--- config.mk ---
export PLATFORM = sky130hd
export DESIGN_NAME = pulse_train_gen
export DESIGN_NICKNAME = d
export VERILOG_FILES = /design/src/rtl/pulse_train_gen.sv
export SDC_FILE = /design/constraint.sdc
export NUM_CORES = 1
export LEC_CHECK = 0
export BUFFER_PORTS_ARGS = -buffer_cell sky130_fd_sc_hd__buf_4
export CORE_UTILIZATION = 64
export CTS_CLUSTER_SIZE = 20
export DETAILED_ROUTE_END_ITERATION = 8
export PLACE_DENSITY = 0.86
export REMOVE_ABC_BUFFERS = 1
export SYNTH_ARGS = -nofsm -noshare
export SYNTH_HDL_FRONTEND = slang
export SYNTH_SLANG_ARGS = --single-unit
--- constraint.sdc ---
create_clock -name clk -period 7.1 [get_ports clk]
set_clock_uncertainty 0.15 [all_clocks]
set_input_delay 0.71 -clock clk [delete_from_list [all_inputs] [get_ports clk]]
set_output_delay 0.71 -clock clk [all_outputs]
set_load 0.005 [all_outputs]
--- src/rtl/pulse_train_gen.sv ---
// rtl/pulse_train_gen.sv - programmable train of num_pulses rectangular pulses (H cycles high, L cycles low)
// with a start/busy/done handshake; every output is registered.
module pulse_train_gen #(
  parameter int CNT_W = 16,
  parameter int N_W   = 8
) (
  input  logic             clk,
  input  logic             rstn,
  input  logic             start,
  input  logic             abort,
  input  logic [CNT_W-1:0] high_cyc,
  input  logic [CNT_W-1:0] low_cyc,
  input  logic [N_W-1:0]   num_pulses,
  output logic             sig_out,
  output logic             busy,
  output logic             done
);

  typedef enum logic [1:0] {IDLE, HIGH, LOW} state_t;

  state_t           state, state_n;
  logic [CNT_W-1:0] phase_cnt, phase_n;
  logic [CNT_W-1:0] h_len, h_len_n, l_len, l_len_n;
  logic [N_W-1:0]   remaining, remaining_n;
  logic             sig_n, busy_n, done_n;
  logic [CNT_W-1:0] h_eff, l_eff;

  // A zero-length phase is stretched to one cycle.
  assign h_eff = (high_cyc == '0) ? CNT_W'(1) : high_cyc;
  assign l_eff = (low_cyc == '0) ? CNT_W'(1) : low_cyc;

  always_ff @(posedge clk) begin
    if (!rstn) begin
      state     <= IDLE;
      phase_cnt <= '0;
      remaining <= '0;
      h_len     <= '0;
      l_len     <= '0;
      sig_out   <= 1'b0;
      busy      <= 1'b0;
      done      <= 1'b0;
    end else begin
      state     <= state_n;
      phase_cnt <= phase_n;
      remaining <= remaining_n;
      h_len     <= h_len_n;
      l_len     <= l_len_n;
      sig_out   <= sig_n;
      busy      <= busy_n;
      done      <= done_n;
    end
  end

  always_comb begin
    state_n     = state;
    phase_n     = phase_cnt;
    remaining_n = remaining;
    h_len_n     = h_len;
    l_len_n     = l_len;
    sig_n       = sig_out;
    busy_n      = busy;
    done_n      = 1'b0;

    case (state)
      IDLE: begin
        if (start && !abort) begin
          if (num_pulses != '0) begin
            state_n     = HIGH;
            sig_n       = 1'b1;
            busy_n      = 1'b1;
            h_len_n     = h_eff;
            l_len_n     = l_eff;
            phase_n     = h_eff - CNT_W'(1);
            remaining_n = num_pulses;
          end else begin
            done_n = 1'b1;
          end
        end
      end

      HIGH: begin
        if (abort) begin
          state_n     = IDLE;
          sig_n       = 1'b0;
          busy_n      = 1'b0;
          phase_n     = '0;
          remaining_n = '0;
        end else if (phase_cnt == '0) begin
          state_n = LOW;
          sig_n   = 1'b0;
          phase_n = l_len - CNT_W'(1);
        end else begin
          phase_n = phase_cnt - CNT_W'(1);
        end
      end

      LOW: begin
        if (abort) begin
          state_n     = IDLE;
          sig_n       = 1'b0;
          busy_n      = 1'b0;
          phase_n     = '0;
          remaining_n = '0;
        end else if (phase_cnt != '0) begin
          phase_n = phase_cnt - CNT_W'(1);
        end else if (remaining > N_W'(1)) begin
          state_n     = HIGH;
          sig_n       = 1'b1;
          phase_n     = h_len - CNT_W'(1);
          remaining_n = remaining - N_W'(1);
        end else begin
          // Last pulse has finished its trailing low phase.
          state_n     = IDLE;
          busy_n      = 1'b0;
          done_n      = 1'b1;
          remaining_n = '0;
        end
      end

      default: begin
        state_n = IDLE;
        sig_n   = 1'b0;
        busy_n  = 1'b0;
      end
    endcase
  end

endmodule
==> results of run 1 <==
==> worst max-delay path: cells and delay by family (launching register included) <==
kind	cells	cell delay (ns)
buffers and inverters	2	0.86
AO/OA/AOI/OAI	4	0.89
adder cells (fa/ha/maj)	1	0.92
flip-flops	1	0.38
==> cell usage in the layout, fill, tap and decap left out, types with 14 or more instances in the layout <==
master	n
a21oi_1	53
buf_4	50
dfxtp_1	61
o21ai_0	18
nor2_1	46
nand3_1	14
xnor2_1	26
nand2_1	72
a22oi_1	14
xor2_1	14
nor3_1	17
inv_1	20
==> worst paths after layout <==
path / startpoint / end / slack, ns
setup / recovery: state[0] / phase_cnt[14] / 3.79
hold / removal: h_len[6] / h_len[6] / 0.33
setup reg to reg: state[0] / phase_cnt[14] / 3.79
hold reg to reg: h_len[6] / h_len[6] / 0.33
==> kinds of logic after synthesis <==
logic type | after synthesis | share of synthesized area
buffers and inverters | 49 | 0.0471
AOI/OAI and AO/OA | 167 | 0.260
DFF | 61 | 0.286
muxes | 1 | 0.00234
and+or+nand+nor | 230 | 0.290
adders and majority gates | 11 | 0.0322
xor gates and xnor gates | 40 | 0.0820
==> synth_stat cells, types with 4 or more instances <==
master    count  area, um^2
buf_2         5        25.0
nand2b_1      7        43.8
dfxtp_1      61        1220
a31oi_1       6        37.5
o31ai_1       7        52.6
ha_1         11         138
o21ai_0      18        90.1
or4_1        10        75.1
or3_1        10        62.6
a22oi_1      14         105
inv_1        20        75.1
a21oi_1      53         265
nand3_1      14        70.1
nor3_1       17        85.1
nand4_1       5        31.3
nor3b_1       4        30.0
nand2_1      72         270
nor2_1       46         173
o21ai_1      11        55.1
a311oi_1      5        43.8
nor4_1        9        56.3
xor2_1       14         123
nor2b_1       5        31.3
clkbuf_1     20        75.1
nor4_2        4        50.1
o211ai_1      7        52.6
o22ai_1       6        37.5
a221oi_1      4        35.0
xnor2_1      26         228
o221ai_1      6        52.6
==> state kept, by name, summed over array words and instances (netlist names) <==
name       cells
h_len         16
l_len         16
phase_cnt     16
remaining      8
state          2
busy           1
done           1
sig_out        1
==> layout make-up <==
type,count,area [um^2]
repair buffers,50,375
flip-flops and latches,61,1220
inverters,22,82.6
multi-input cells,449,2850
fillers,500,1550
clock buffers,10,138
clock inverters,5,75.1
well taps,77,96.3
==> through the flow <==
stage	utilization	cell area, um^2	worst slack [ns]	hold slack (ns)	cells
2_1_floorplan	-	4150	4.15	0.295	532
3_3_place_gp	0.724	4630	3.83	0.302	659
3_5_place_dp	0.724	4630	3.72	0.321	659
4_1_cts	0.758	4840	3.88	0.330	674
5_1_grt	0.758	4840	3.61	0.357	674
6_report	0.758	4840	3.79	0.334	674
==> routing by layer <==
| layer | part of all wire | wire length (um) | vias up | GRT usage |
|---|---|---|---|---|
| met5 | 0 | 0 | - | 0 |
| met4 | 0.026 | 326 | 0 | 0.149 |
| met3 | 0.098 | 1210 | 43 | 0.0593 |
| met2 | 0.46 | 5750 | 259 | 0.576 |
| met1 | 0.41 | 5090 | 2108 | 0.469 |
| li1 | - | - | 2137 | - |
==> power groups by stage <==
stage	combinational, mW	clock, mW	sequential (mW)
detailed placement	0.606	0	0.468
floorplan	0.451	0	0.452
global route	0.679	0.361	0.471
finish	0.628	0.341	0.464
CTS	0.612	0.344	0.461
global placement	0.595	0	0.465
==> out/metrics.csv, run 1 <==
metric;value;unit
die height;83.7;um
fin crit share;0.467;
DR vias;4547;
Critical Path Max Stage Delay;0.92;ns
max-cap check violation count;0;
clock slew at reported path FFs;0.06;ns
HPWL Detailed;9040;um
Max Fanout on Critical Path;29;
Die W;83.7;um
Slew @ Worst Pin;0.949;ns
WHS Path Cells;2;
area of the core;6390;um^2
Rows;29;
initial antenna violation count;0;
DIE AREA;7010;um^2
VDD IR max;0.205;mV
Hold Vio Cnt, Final;0;
vias in the first global route;4123;
final net count;648;
average wire per standard cell;18.4;um
global-route wire length before repair;20000;um
Root Driver;clkbuf_8;
leak pwr;1.81;nW
Synth warnings;0;
# IOs;47;
Pwr Total;1.43;mW
GRT Util Overall;0.356;
Netlist cell types;70;
Int Pwr;0.845;mW
I/O Buffers;46;
Setup Viol. Count Final;0;
min Tclk post-route;3.31;ns
residual DRC count;0;
critical path required time;7.18;ns
Final TNS setup;0;ns
FF-to-FF path depth;7;
Ant. Diodes;0;
DR vias/cell;6.75;
kind of critical path;reg -> reg;
Net Switching;0.587;mW
Initial Utilization;0.669;
Pwr per Cell Area;296;nW/um^2
H-Tree Depth;3;
count of clock tree sinks;61;
clk buf depth;2;
Post-Route WL;12400;um
# hold bufs at CTS;0;
top_reg_cell synth;dfxtp_1;
post-CTS sizing;0;
final antenna-violating net count;0;
maximum number of pins on one net before global-route repair;52;
gpl congestion;0.951;
CTS tree;yes;
asr flop ratio synth;0;
Mapped Area;4270;um^2
Setup crit end kind;register;
sequential area share after synthesis;0.286;
Slew headroom;0.365;
Seq cells post-synth;61;
area growth from synthesis to layout;13.2;%
Worst Setup Start Kind;register;
Sw Share;0.410;
worst-path cell with the longest stage delay;ha_1;
remaining global-route overflow;0;
status;complete, no violations;
Comb pwr share;0.438;
Post-synth EDFFs;0;
postcts setup bufs;0;
Reg power frac;0.324;
Crit path arrival time;3.39;ns
Post-Syn Area per Cell;7.64;um^2
Tightest Hold Check Type;reg -> reg;
Final Max Tran Viols;0;
Num CTS Buffers;9;
DRT iter0 DRCs;600;
drt pass-1 iters;6;
Post-Syn Instances;559;
Clk pwr share;0.238;
fmax;302;MHz
share of layout cells above drive strength 1;0.141;
RSZ-0062 raised after global routing;false;
Clock Latency Late Sink;0.34;ns
worst-path cell chain;inv_1, ha_1, clkinv_1, a31o_2, a21oi_1, o21ai_1, a221oi_1;
Note: power is estimated with default switching activity, not from simulation.
==> run 2, diff against run 1 <==
CORE_UTILIZATION = 60   (was 64)
PLACE_DENSITY = 0.81   (was 0.86)
clock period = 3.4 ns   (was 7.1 ns; I/O delays follow)
==> out/metrics.csv, run 2 (synthesis gave the netlist of run 1 again) <==
metric;value;unit;change
status;complete, no violations;;
Hold WS;0.0821;ns;-0.252 ns
Slew @ Worst Pin;1.11;ns;+0.162 ns
area growth from synthesis to layout;14.7;%;
RSZ-0062 raised after global routing;false;;
max-cap check violation count;0;;unchanged
Die W;86.4;um;+3.2%
maximum number of pins on one net before global-route repair;32;;-38%
placed cells;683;;+3.6%
global-route wire length before repair;20300;um;+1.3%
Num CTS Buffers;9;;unchanged
Clock Latency Late Sink;0.35;ns;about the same
postcts setup bufs;0;;unchanged
clock slew at reported path FFs;0.08;ns;+0.02 ns
min Tclk post-route;3.03;ns;-0.284 ns
worst-path cell with the longest stage delay;nor2_1;;
area of the core;6830;um^2;+7.0%
share of layout cells above drive strength 1;0.148;;+0.00689
average wire per standard cell;18.1;um;-1.2%
die height;86.4;um;+3.2%
fmax;330;MHz;+9.4%
DIE AREA;7460;um^2;+6.5%
Setup Viol. Count Final;0;;unchanged
DR vias/cell;6.42;;-4.8%
most common cell after layout, fill and taps aside;nand2_1;;
initial antenna violation count;0;;unchanged
final antenna-violating net count;0;;unchanged
drt pass-1 iters;6;;unchanged
CTS tree;yes;;
Hold Vio Cnt, Final;0;;unchanged
VDD IR max;0.338;mV;+65%
Crit path arrival time;3.11;ns;-0.28 ns
Root Driver;clkbuf_8;;
Initial Utilization;0.625;;-0.0436
non-filler cells, final;699;;+3.7%
Tightest Hold Check Type;in -> reg;;
kind of critical path;reg -> reg;;
Rows;30;;+3.4%
DRT iter0 DRCs;401;;-33%
# IOs;47;;unchanged
HPWL Detailed;9390;um;+3.9%
final core occ;0.718;;-0.0401
worst-path cell chain;inv_1, ha_1, or2_1, nand4_1, nor3_2, nor2_1, o311ai_0, o32ai_1;;
reg2reg setup slack;0.37;ns;-3.42 ns
final net count;653;;+0.77%
remaining global-route overflow;0;;unchanged
Ant. Diodes;0;;unchanged
leak pwr;1.84;nW;+1.3%
post-place setup slack;0.436;ns;-3.28 ns
Critical Path Max Stage Delay;0.84;ns;-0.08 ns
fin crit share;0.891;;+0.424
Max Fanout on Critical Path;18;;-38%
post-CTS sizing;0;;unchanged
DR vias;4491;;-1.2%
Final TNS setup;0;ns;unchanged
Fillers;582;;+16%
Final Max Tran Viols;0;;unchanged
Setup crit end kind;register;;
Regs by FF count;h_len: 16 flops, l_len: 16 flops, phase_cnt: 16 flops;;
gpl congestion;0.952;;about the same
critical path required time;3.48;ns;-3.70 ns
vias in the first global route;4110;;-0.32%
Final WS setup;0.370;ns;-3.42 ns
I/O Buffers;46;;unchanged
residual DRC count;0;;unchanged
Slew headroom;0.257;;-0.108
# hold bufs at CTS;0;;unchanged
Worst Setup Start Kind;register;;
count of clock tree sinks;61;;unchanged
clk buf depth;2;;unchanged
most frequent cells in the layout;72 x nand2_1, 61 x dfxtp_1, 55 x buf_4, 53 x a21oi_1, 46 x nor2_1;;
H-Tree Depth;3;;unchanged
GRT Util Overall;0.349;;-0.00657
Post-Route WL;12700;um;+2.5%
Pwr per Cell Area;616;nW/um^2;+110%
## run 2: area by class of cell
| type | instances | area [um^2] | area share |
|---|---|---|---|
| multi-input combinational | 449 | 2850 | 0.581 |
| sequential | 61 | 1220 | 0.249 |
| timing repair buffer | 55 | 413 | 0.0842 |
| clock buffer | 10 | 128 | 0.0260 |
| tap | 96 | 120 | 0.0245 |
| clock inverter | 6 | 87.6 | 0.0179 |
| inverter | 22 | 82.6 | 0.0168 |
## run 2: worst paths after layout
kind                     start            to  cells past startpoint
hold reg to reg           busy          busy                      2
hold / removal      low_cyc[6]      l_len[6]                      3
setup reg to reg  remaining[0]  phase_cnt[7]                      8
setup / recovery  remaining[0]  phase_cnt[7]                      8
## run 2: through the flow
step,power (mW),cell area [um^2]
6_report,3.02,4900
5_1_grt,3.18,4900
4_1_cts,2.98,4900
3_5_place_dp,2.26,4690
3_3_place_gp,2.24,4690
2_1_floorplan,1.89,4150
## run 2: power by group
part / switching (mW) / total (mW) / internal, mW
clock: 0.309 / 0.722 / 0.413
combinational: 0.793 / 1.33 / 0.533
sequential: 0.156 / 0.974 / 0.818
## run 2: per-layer routing
layer	wire length (um)	up-vias	GRT usage
li1	-	2146	-
met1	5590	2101	0.479
met2	5740	218	0.552
met3	1180	26	0.0781
met4	169	0	0.100
met5	0	-	0
## run 2: critical path: cells and delay by family, from the launching register on
| family | cells | cell delay (ns) |
|---|---|---|
| fa+ha+maj | 1 | 0.27 |
| buf+inv | 1 | 0.08 |
| simple gates | 4 | 1.36 |
| compound gates | 2 | 0.65 |
| flops | 1 | 0.41 |
